**src/rtl/rom_loader_pkg.sv**
```systemverilog
// Shared types and constants for the byte-stream ROM boot loader.
package rom_loader_pkg;

  typedef enum logic [2:0] {
    StIdle,
    StLen,
    StData,
    StCsum,
    StDone,
    StErr
  } state_e;

  localparam logic [1:0] ERR_NONE    = 2'd0;
  localparam logic [1:0] ERR_LEN     = 2'd1;
  localparam logic [1:0] ERR_CSUM    = 2'd2;
  localparam logic [1:0] ERR_TIMEOUT = 2'd3;

endpackage

```
**src/rtl/rom_loader_byte_pack.sv**
```systemverilog
// Little-endian 4-byte word assembler with a byte index and a registered word-complete pulse.
module rom_loader_byte_pack (
  input  logic        clk_i,
  input  logic        rst_ni,
  input  logic        clear_i,
  input  logic        push_i,
  input  logic        emit_i,
  input  logic [7:0]  byte_i,
  output logic [31:0] word_o,
  output logic        last_o,
  output logic        word_valid_o
);

  logic [1:0]  idx_q, idx_d;
  logic [31:0] word_q, word_d;
  logic        valid_q, valid_d;

  // High while the byte being pushed completes the current word.
  assign last_o       = push_i && (idx_q == 2'd3);
  assign word_o       = word_q;
  assign word_valid_o = valid_q;

  always_comb begin
    idx_d   = idx_q;
    word_d  = word_q;
    valid_d = 1'b0;
    if (clear_i) begin
      idx_d = 2'd0;
    end else if (push_i) begin
      word_d[{idx_q, 3'b000} +: 8] = byte_i;
      idx_d                        = idx_q + 2'd1;
      valid_d                      = emit_i && (idx_q == 2'd3);
    end
  end

  always_ff @(posedge clk_i or negedge rst_ni) begin
    if (!rst_ni) begin
      idx_q   <= 2'd0;
      word_q  <= 32'd0;
      valid_q <= 1'b0;
    end else begin
      idx_q   <= idx_d;
      word_q  <= word_d;
      valid_q <= valid_d;
    end
  end

endmodule

```
**src/rtl/rom_loader.sv**
```systemverilog
// Framed byte-stream boot loader: writes packed words to the instruction ROM load port
// while holding the core in reset, checking length, checksum and inter-byte timeout.
module rom_loader
  import rom_loader_pkg::*;
#(
  parameter logic [31:0] BASE_ADDR   = 32'h0000_0000,
  parameter int unsigned MAX_WORDS   = 4096,
  parameter int unsigned TIMEOUT_CYC = 1000000
) (
  input  logic        clk,
  input  logic        rst,
  input  logic        load_start_i,
  input  logic        byte_valid_i,
  input  logic [7:0]  byte_data_i,
  output logic        byte_ready_o,
  output logic        rom_wen_o,
  output logic        rom_ren_o,
  output logic [31:0] rom_w_addr_o,
  output logic [31:0] rom_w_data_o,
  output logic        cpu_hold_o,
  output logic        busy_o,
  output logic        done_o,
  output logic        err_o,
  output logic [1:0]  err_code_o
);

  localparam logic [31:0] MaxWords = 32'(MAX_WORDS);
  localparam logic [31:0] TmoLast  = 32'(TIMEOUT_CYC - 1);

  state_e      state_q, state_d;
  logic [31:0] addr_q, addr_d;
  logic [31:0] left_q, left_d;
  logic [31:0] tmo_q, tmo_d;
  logic [7:0]  csum_q, csum_d;
  logic        done_q, done_d;
  logic        err_q, err_d;
  logic [1:0]  code_q, code_d;

  logic        in_frame, accept, timed_out, start;
  logic        pack_last, pack_wen;
  logic [31:0] pack_word, len_word;
  logic [7:0]  csum_sum;

  assign in_frame  = (state_q == StLen) || (state_q == StData) || (state_q == StCsum);
  assign accept    = byte_valid_i && in_frame;
  assign timed_out = in_frame && !accept && (tmo_q == TmoLast);
  assign start     = load_start_i &&
                     ((state_q == StIdle) || (state_q == StDone) || (state_q == StErr));
  assign len_word  = {byte_data_i, pack_word[23:0]};
  assign csum_sum  = csum_q + byte_data_i;

  rom_loader_byte_pack u_pack (
    .clk_i        (clk),
    .rst_ni       (rst),
    .clear_i      (start || timed_out),
    .push_i       (accept && (state_q != StCsum)),
    .emit_i       (state_q == StData),
    .byte_i       (byte_data_i),
    .word_o       (pack_word),
    .last_o       (pack_last),
    .word_valid_o (pack_wen)
  );

  always_comb begin
    state_d = state_q;
    addr_d  = pack_wen ? addr_q + 32'd4 : addr_q;
    left_d  = left_q;
    tmo_d   = (in_frame && !accept) ? tmo_q + 32'd1 : 32'd0;
    csum_d  = accept ? csum_sum : csum_q;
    done_d  = done_q;
    err_d   = err_q;
    code_d  = code_q;

    unique case (state_q)
      StIdle, StDone, StErr: begin
        if (load_start_i) begin
          state_d = StLen;
          addr_d  = BASE_ADDR;
          csum_d  = 8'd0;
          done_d  = 1'b0;
          err_d   = 1'b0;
          code_d  = ERR_NONE;
        end
      end
      StLen: begin
        if (pack_last) begin
          if (len_word == 32'd0) begin
            state_d = StCsum;
          end else if (len_word > MaxWords) begin
            state_d = StErr;
            err_d   = 1'b1;
            code_d  = ERR_LEN;
          end else begin
            state_d = StData;
            left_d  = len_word;
          end
        end
      end
      StData: begin
        // Leave on the last accepted byte; its write pulse lands in the first CSUM cycle.
        if (pack_last) begin
          left_d = left_q - 32'd1;
          if (left_q == 32'd1) state_d = StCsum;
        end
      end
      StCsum: begin
        if (accept) begin
          if (csum_sum == 8'd0) begin
            state_d = StDone;
            done_d  = 1'b1;
          end else begin
            state_d = StErr;
            err_d   = 1'b1;
            code_d  = ERR_CSUM;
          end
        end
      end
      default: state_d = StIdle;
    endcase

    if (timed_out) begin
      state_d = StErr;
      err_d   = 1'b1;
      code_d  = ERR_TIMEOUT;
    end
  end

  always_ff @(posedge clk or negedge rst) begin
    if (!rst) begin
      state_q <= StIdle;
      addr_q  <= 32'd0;
      left_q  <= 32'd0;
      tmo_q   <= 32'd0;
      csum_q  <= 8'd0;
      done_q  <= 1'b0;
      err_q   <= 1'b0;
      code_q  <= ERR_NONE;
    end else begin
      state_q <= state_d;
      addr_q  <= addr_d;
      left_q  <= left_d;
      tmo_q   <= tmo_d;
      csum_q  <= csum_d;
      done_q  <= done_d;
      err_q   <= err_d;
      code_q  <= code_d;
    end
  end

  assign byte_ready_o = in_frame;
  assign rom_wen_o    = pack_wen;
  assign busy_o       = in_frame || pack_wen;
  assign cpu_hold_o   = busy_o;
  assign rom_ren_o    = !busy_o;
  assign rom_w_addr_o = addr_q;
  assign rom_w_data_o = pack_word;
  assign done_o       = done_q;
  assign err_o        = err_q;
  assign err_code_o   = code_q;

endmodule
```
**config.mk**
```make
export PLATFORM = sky130hd
export DESIGN_NAME = rom_loader
export DESIGN_NICKNAME = d
export VERILOG_FILES = /design/src/rtl/rom_loader_pkg.sv /design/src/rtl/rom_loader_byte_pack.sv /design/src/rtl/rom_loader.sv
export SDC_FILE = /design/constraint.sdc
export NUM_CORES = 1
export LEC_CHECK = 0
export BUFFER_PORTS_ARGS = -buffer_cell sky130_fd_sc_hd__clkbuf_2
export CAP_MARGIN = 40
export CORE_UTILIZATION = 40
export DETAILED_ROUTE_END_ITERATION = 8
export SYNTH_ARGS = -nofsm -noshare
export SYNTH_HDL_FRONTEND = slang
export SYNTH_SLANG_ARGS = --single-unit
```
**constraint.sdc**
```tcl
create_clock -name clk -period 2.75 [get_ports clk]
set_clock_uncertainty 0.2 [all_clocks]
set_input_delay 0.55 -clock clk [delete_from_list [all_inputs] [get_ports clk]]
set_output_delay 0.55 -clock clk [all_outputs]
set_load 0.01 [all_outputs]
```
==> metrics.md <==
| Metric | Value |
|---|---|
| Outcome | `finished clean` |
| Max rail drop VDD | `about 420 µV` |
| Share of layout cells above drive strength 1 | `0.189` |
| Via density | `5.25` |
| Post-synthesis xor/xnor area fraction | `0.0630` |
| CP peak stage delay | `420 ps` |
| Post-route ant nets | `0` |
| HP Class | `in -> reg` |
| Vias | `6642` |
| P&R area growth vs syn | `20.4%` |
| Sw Share | `0.361` |
| DRC | `0` |
| Sequential power share | `0.381` |
| Startpoint Class | `flop` |
| Largest net degree at the start of global routing | `57` |
| Compound-Gate Fraction of Synth Area | `0.135` |
| Post-synthesis mux area share | `0.00900` |
| Post-route insts no fill | `~1300` |
| Diodes inserted | `0` |
| Vias in the first global route | `6265` |
| Clock slew seen by the registers of the worst setup and hold paths | `60 ps` |
| Antenna violations before repair | `0` |
| NumNets Final | `1022` |
| Detailed Routing Iterations Pass 1 | `5` |
| Pint | `4.78 mW` |
| Mean post-synth cell area | `8.85 µm²` |
| Pwr dens | `roughly 800 nW/µm²` |
| Cells after Synth | `~900` |
| Post-synthesis simple-gate area fraction | `0.264` |
| CP cell instances | `ha_1, fa_1, a211oi_2, nor2_1, xor2_1, a211o_1, nor4_1, buf_4, o21ai_0` |
| Synth Area in Adders | `0.0283` |
| Hold_sp | `byte_data_i[2]` |
| Placed Instances | `1233` |
| Starting DRT DRC Count | `395` |
| Critical R2R Launch | `csum_q[0]` |
| Wire per inst | `around 15 µm` |
| FF-to-FF setup slack | `180 ps` |
| Slew margin rel. | `0.521` |
| Mapped Area | `7780 µm²` |
| Number of post-CTS setup repair buffers | `0` |
| Clk_lat worst skew | `430 ps` |
| Post-layout minimum cycle time | `2570 ps` |
| Die ar. | `around 20000 µm²` |
| Final RePlAce weighted congestion | `0.837` |
| Total track usage | `0.206` |
| Num rows | `50` |
| Final core area utilization | `0.496` |
| Reg-to-reg endpoint | `err_o` |
| Starting Density | `0.412` |
| TritonCTS Buffers | `17` |
| Worst-Margin Slew | `719 ps` |
| RSZ-0062 raised after global routing | `no` |
| Sequential share of the synthesized area | `0.463` |
| DP HPWL | `around 14000 µm` |
| Largest family of logic cells by synthesized area | `simple AND/OR/NAND/NOR gates` |
| Period utilization | `0.933` |
| Synth area leader | `dfrtp_1` |
| Clock Path Buffers | `2` |
| Worst setup path class | `reg -> reg` |
| Clock sink count | `144` |
| Leakage | `4.07 nW` |
| Element type at the critical path end | `flop` |
| Max-slew violations | `0` |
| #FFs+latches synth | `144` |
| Clock power frac | `0.310` |
| Synth top area share | `0.463` |
| CTS tree | `done` |
| Boundary pin count | `85` |
| # H-tree levels | `4` |
| Synth warn | `0` |
| Max-cap viol count | `0` |
| Fin. Hold Viols | `0` |
| First-pass GRT wire length | `32300 µm` |
| Die Wd | `141 µm` |
| Worst EP arrival | `approximately 2700 ps` |
| Root Driver | `clkbuf_16` |
| Gr ovfl total | `0` |
| DIE HEIGHT | `141 µm` |
| Slowest CP cell | `fa_1` |
| Count of cell types in the netlist | `67` |
| Crit-path max FO | `3` |
| R2r worst-path depth | `9` |
| Core area | `roughly 19000 µm²` |
| Most used DFF post-synth | `dfrtp_1` |
| Number of synthesized flops with an enable pin | `0` |
| Hold path depth | `3` |
| Finish-stage setup viols | `0` |
| Largest cells by area after synthesis | `dfrtp_1, nand2_1, nor2_1` |
| Final WL | `19500 µm` |
| Post-synth ARST share | `1.00` |
| PortBufs | `82` |
| Worst hold endpoint | `u_pack.word_o[26]` |
| Gate power share | `0.309` |
| P_sw | `approximately 2.7 mW` |
| Fmax | `between 300 and 400 MHz` |
| Critical Path RT | `between 2000 and 3000 ps` |
layer usage:
layer / global-route usage / share of wire / vias up
met2: 0.319 / 0.46 / 107
met4: 0.0589 / 0.013 / 0
met1: 0.286 / 0.49 / 3206
li1: - / - / 3310
met5: 0 / 0 / -
met3: 0.0486 / 0.042 / 19
sequential cells by signal, summed over array words and instances, names as in the netlist:
register             cells
csum_q                   8
done_o                   1
err_code_o               2
err_o                    1
left_q                  32
rom_w_addr_o            30
state_q                  3
tmo_q                   32
u_pack.idx_q             2
u_pack.word_o           32
u_pack.word_valid_o      1
final cells by class:
class	count	area [µm²]
Sequential cell	144	3600
Inverter	23	86.3
Clock buffer	18	429
Timing Repair Buffer	131	850
Tap cell	260	325
Multi-Input combinational cell	676	3910
Fill cell	1828	9530
Clock inverter	14	159
placed cells by master (no fill, tap or decap), types with 6 or more instances in the layout:
cell       instances
buf_4             43
dfrtp_1          144
clkbuf_16         17
a21oi_1           48
nand4_1           19
xnor2_1           33
clkinv_4           6
nor2_1           105
and3_1             6
nor4_1            20
a31oi_1            6
clkbuf_2          81
o31ai_1            6
nand3_1           38
inv_1             22
or3_1             17
ha_1              16
mux2i_1            7
o21ai_0           69
nand2b_1           6
nand2_1          129
a21oi_2            7
o22ai_1            8
xor2_1            23
nor3_1            34
cell usage after synthesis, types with 11 or more instances:
cell type and count:
o21ai_0 69, nand3_1 38, ha_1 16, nand4_1 19, xor2_1 23, nor4_1 22, nor2_1 105, nand2_1 129
dfrtp_1 144, clkbuf_1 17, inv_1 22, a21oi_1 48, or3_1 17, nor3_1 34, buf_4 11, xnor2_1 33
power groups by stage:
stage               registers, mW  clock network, mW  logic, mW
floorplan                    2.85                  0       1.40
global placement             2.88                  0       2.27
detailed placement           2.88                  0       2.30
CTS                          2.84               2.36       2.31
global route                 2.91               2.44       2.59
finish                       2.85               2.32       2.31
critical path, delay by kind of cell (launching register included):
kind            cells  cell delay (ps)
compound gates      3              580
xor+xnor            1              160
flops               1              380
simple gates        2              320
fa+ha+maj           2              630
buf+inv             1              160
per-stage QoR:
step	instance area (µm²)	TNS, ps	setup WS (ps)	hold slack [ps]	power (mW)
after floorplan	7780	0	79.3	54.4	4.25
after global placement	8750	-646	-172	262	5.15
after detailed placement	8750	-736	-186	269	5.17
after CTS	9350	0	71.8	200	7.51
after global routing	9370	0	43.1	204	7.95
final	9370	0	185	204	7.48
kinds of logic after synthesis:
logic type	after synthesis
compound gates	178
xor+xnor	56
fa+ha+maj	17
buf+inv	60
flops	144
mux	7
other cells	1
simple gates	416
timing repair:
item	in CTS	in global routing
hold endpoints to repair	52	0
resized for setup	0	3
hold buffers	1	0
endpoints found under the setup margin	0	4
worst max-delay path by stage:
stage | from | endpoint | slack [ps] | cells after the start
finish | csum_q[0] | err_o | 180 | 9
global route | u_pack.word_o[8] | left_q[7] | 40 | 7
detailed placement | byte_data_i[0] | err_o | -190 | 10
global placement | byte_data_i[0] | err_o | -170 | 10
floorplan | byte_data_i[0] | err_o | 80 | 8
CTS | csum_q[0] | err_o | 70 | 9
Power figures use the tool's default switching activity.
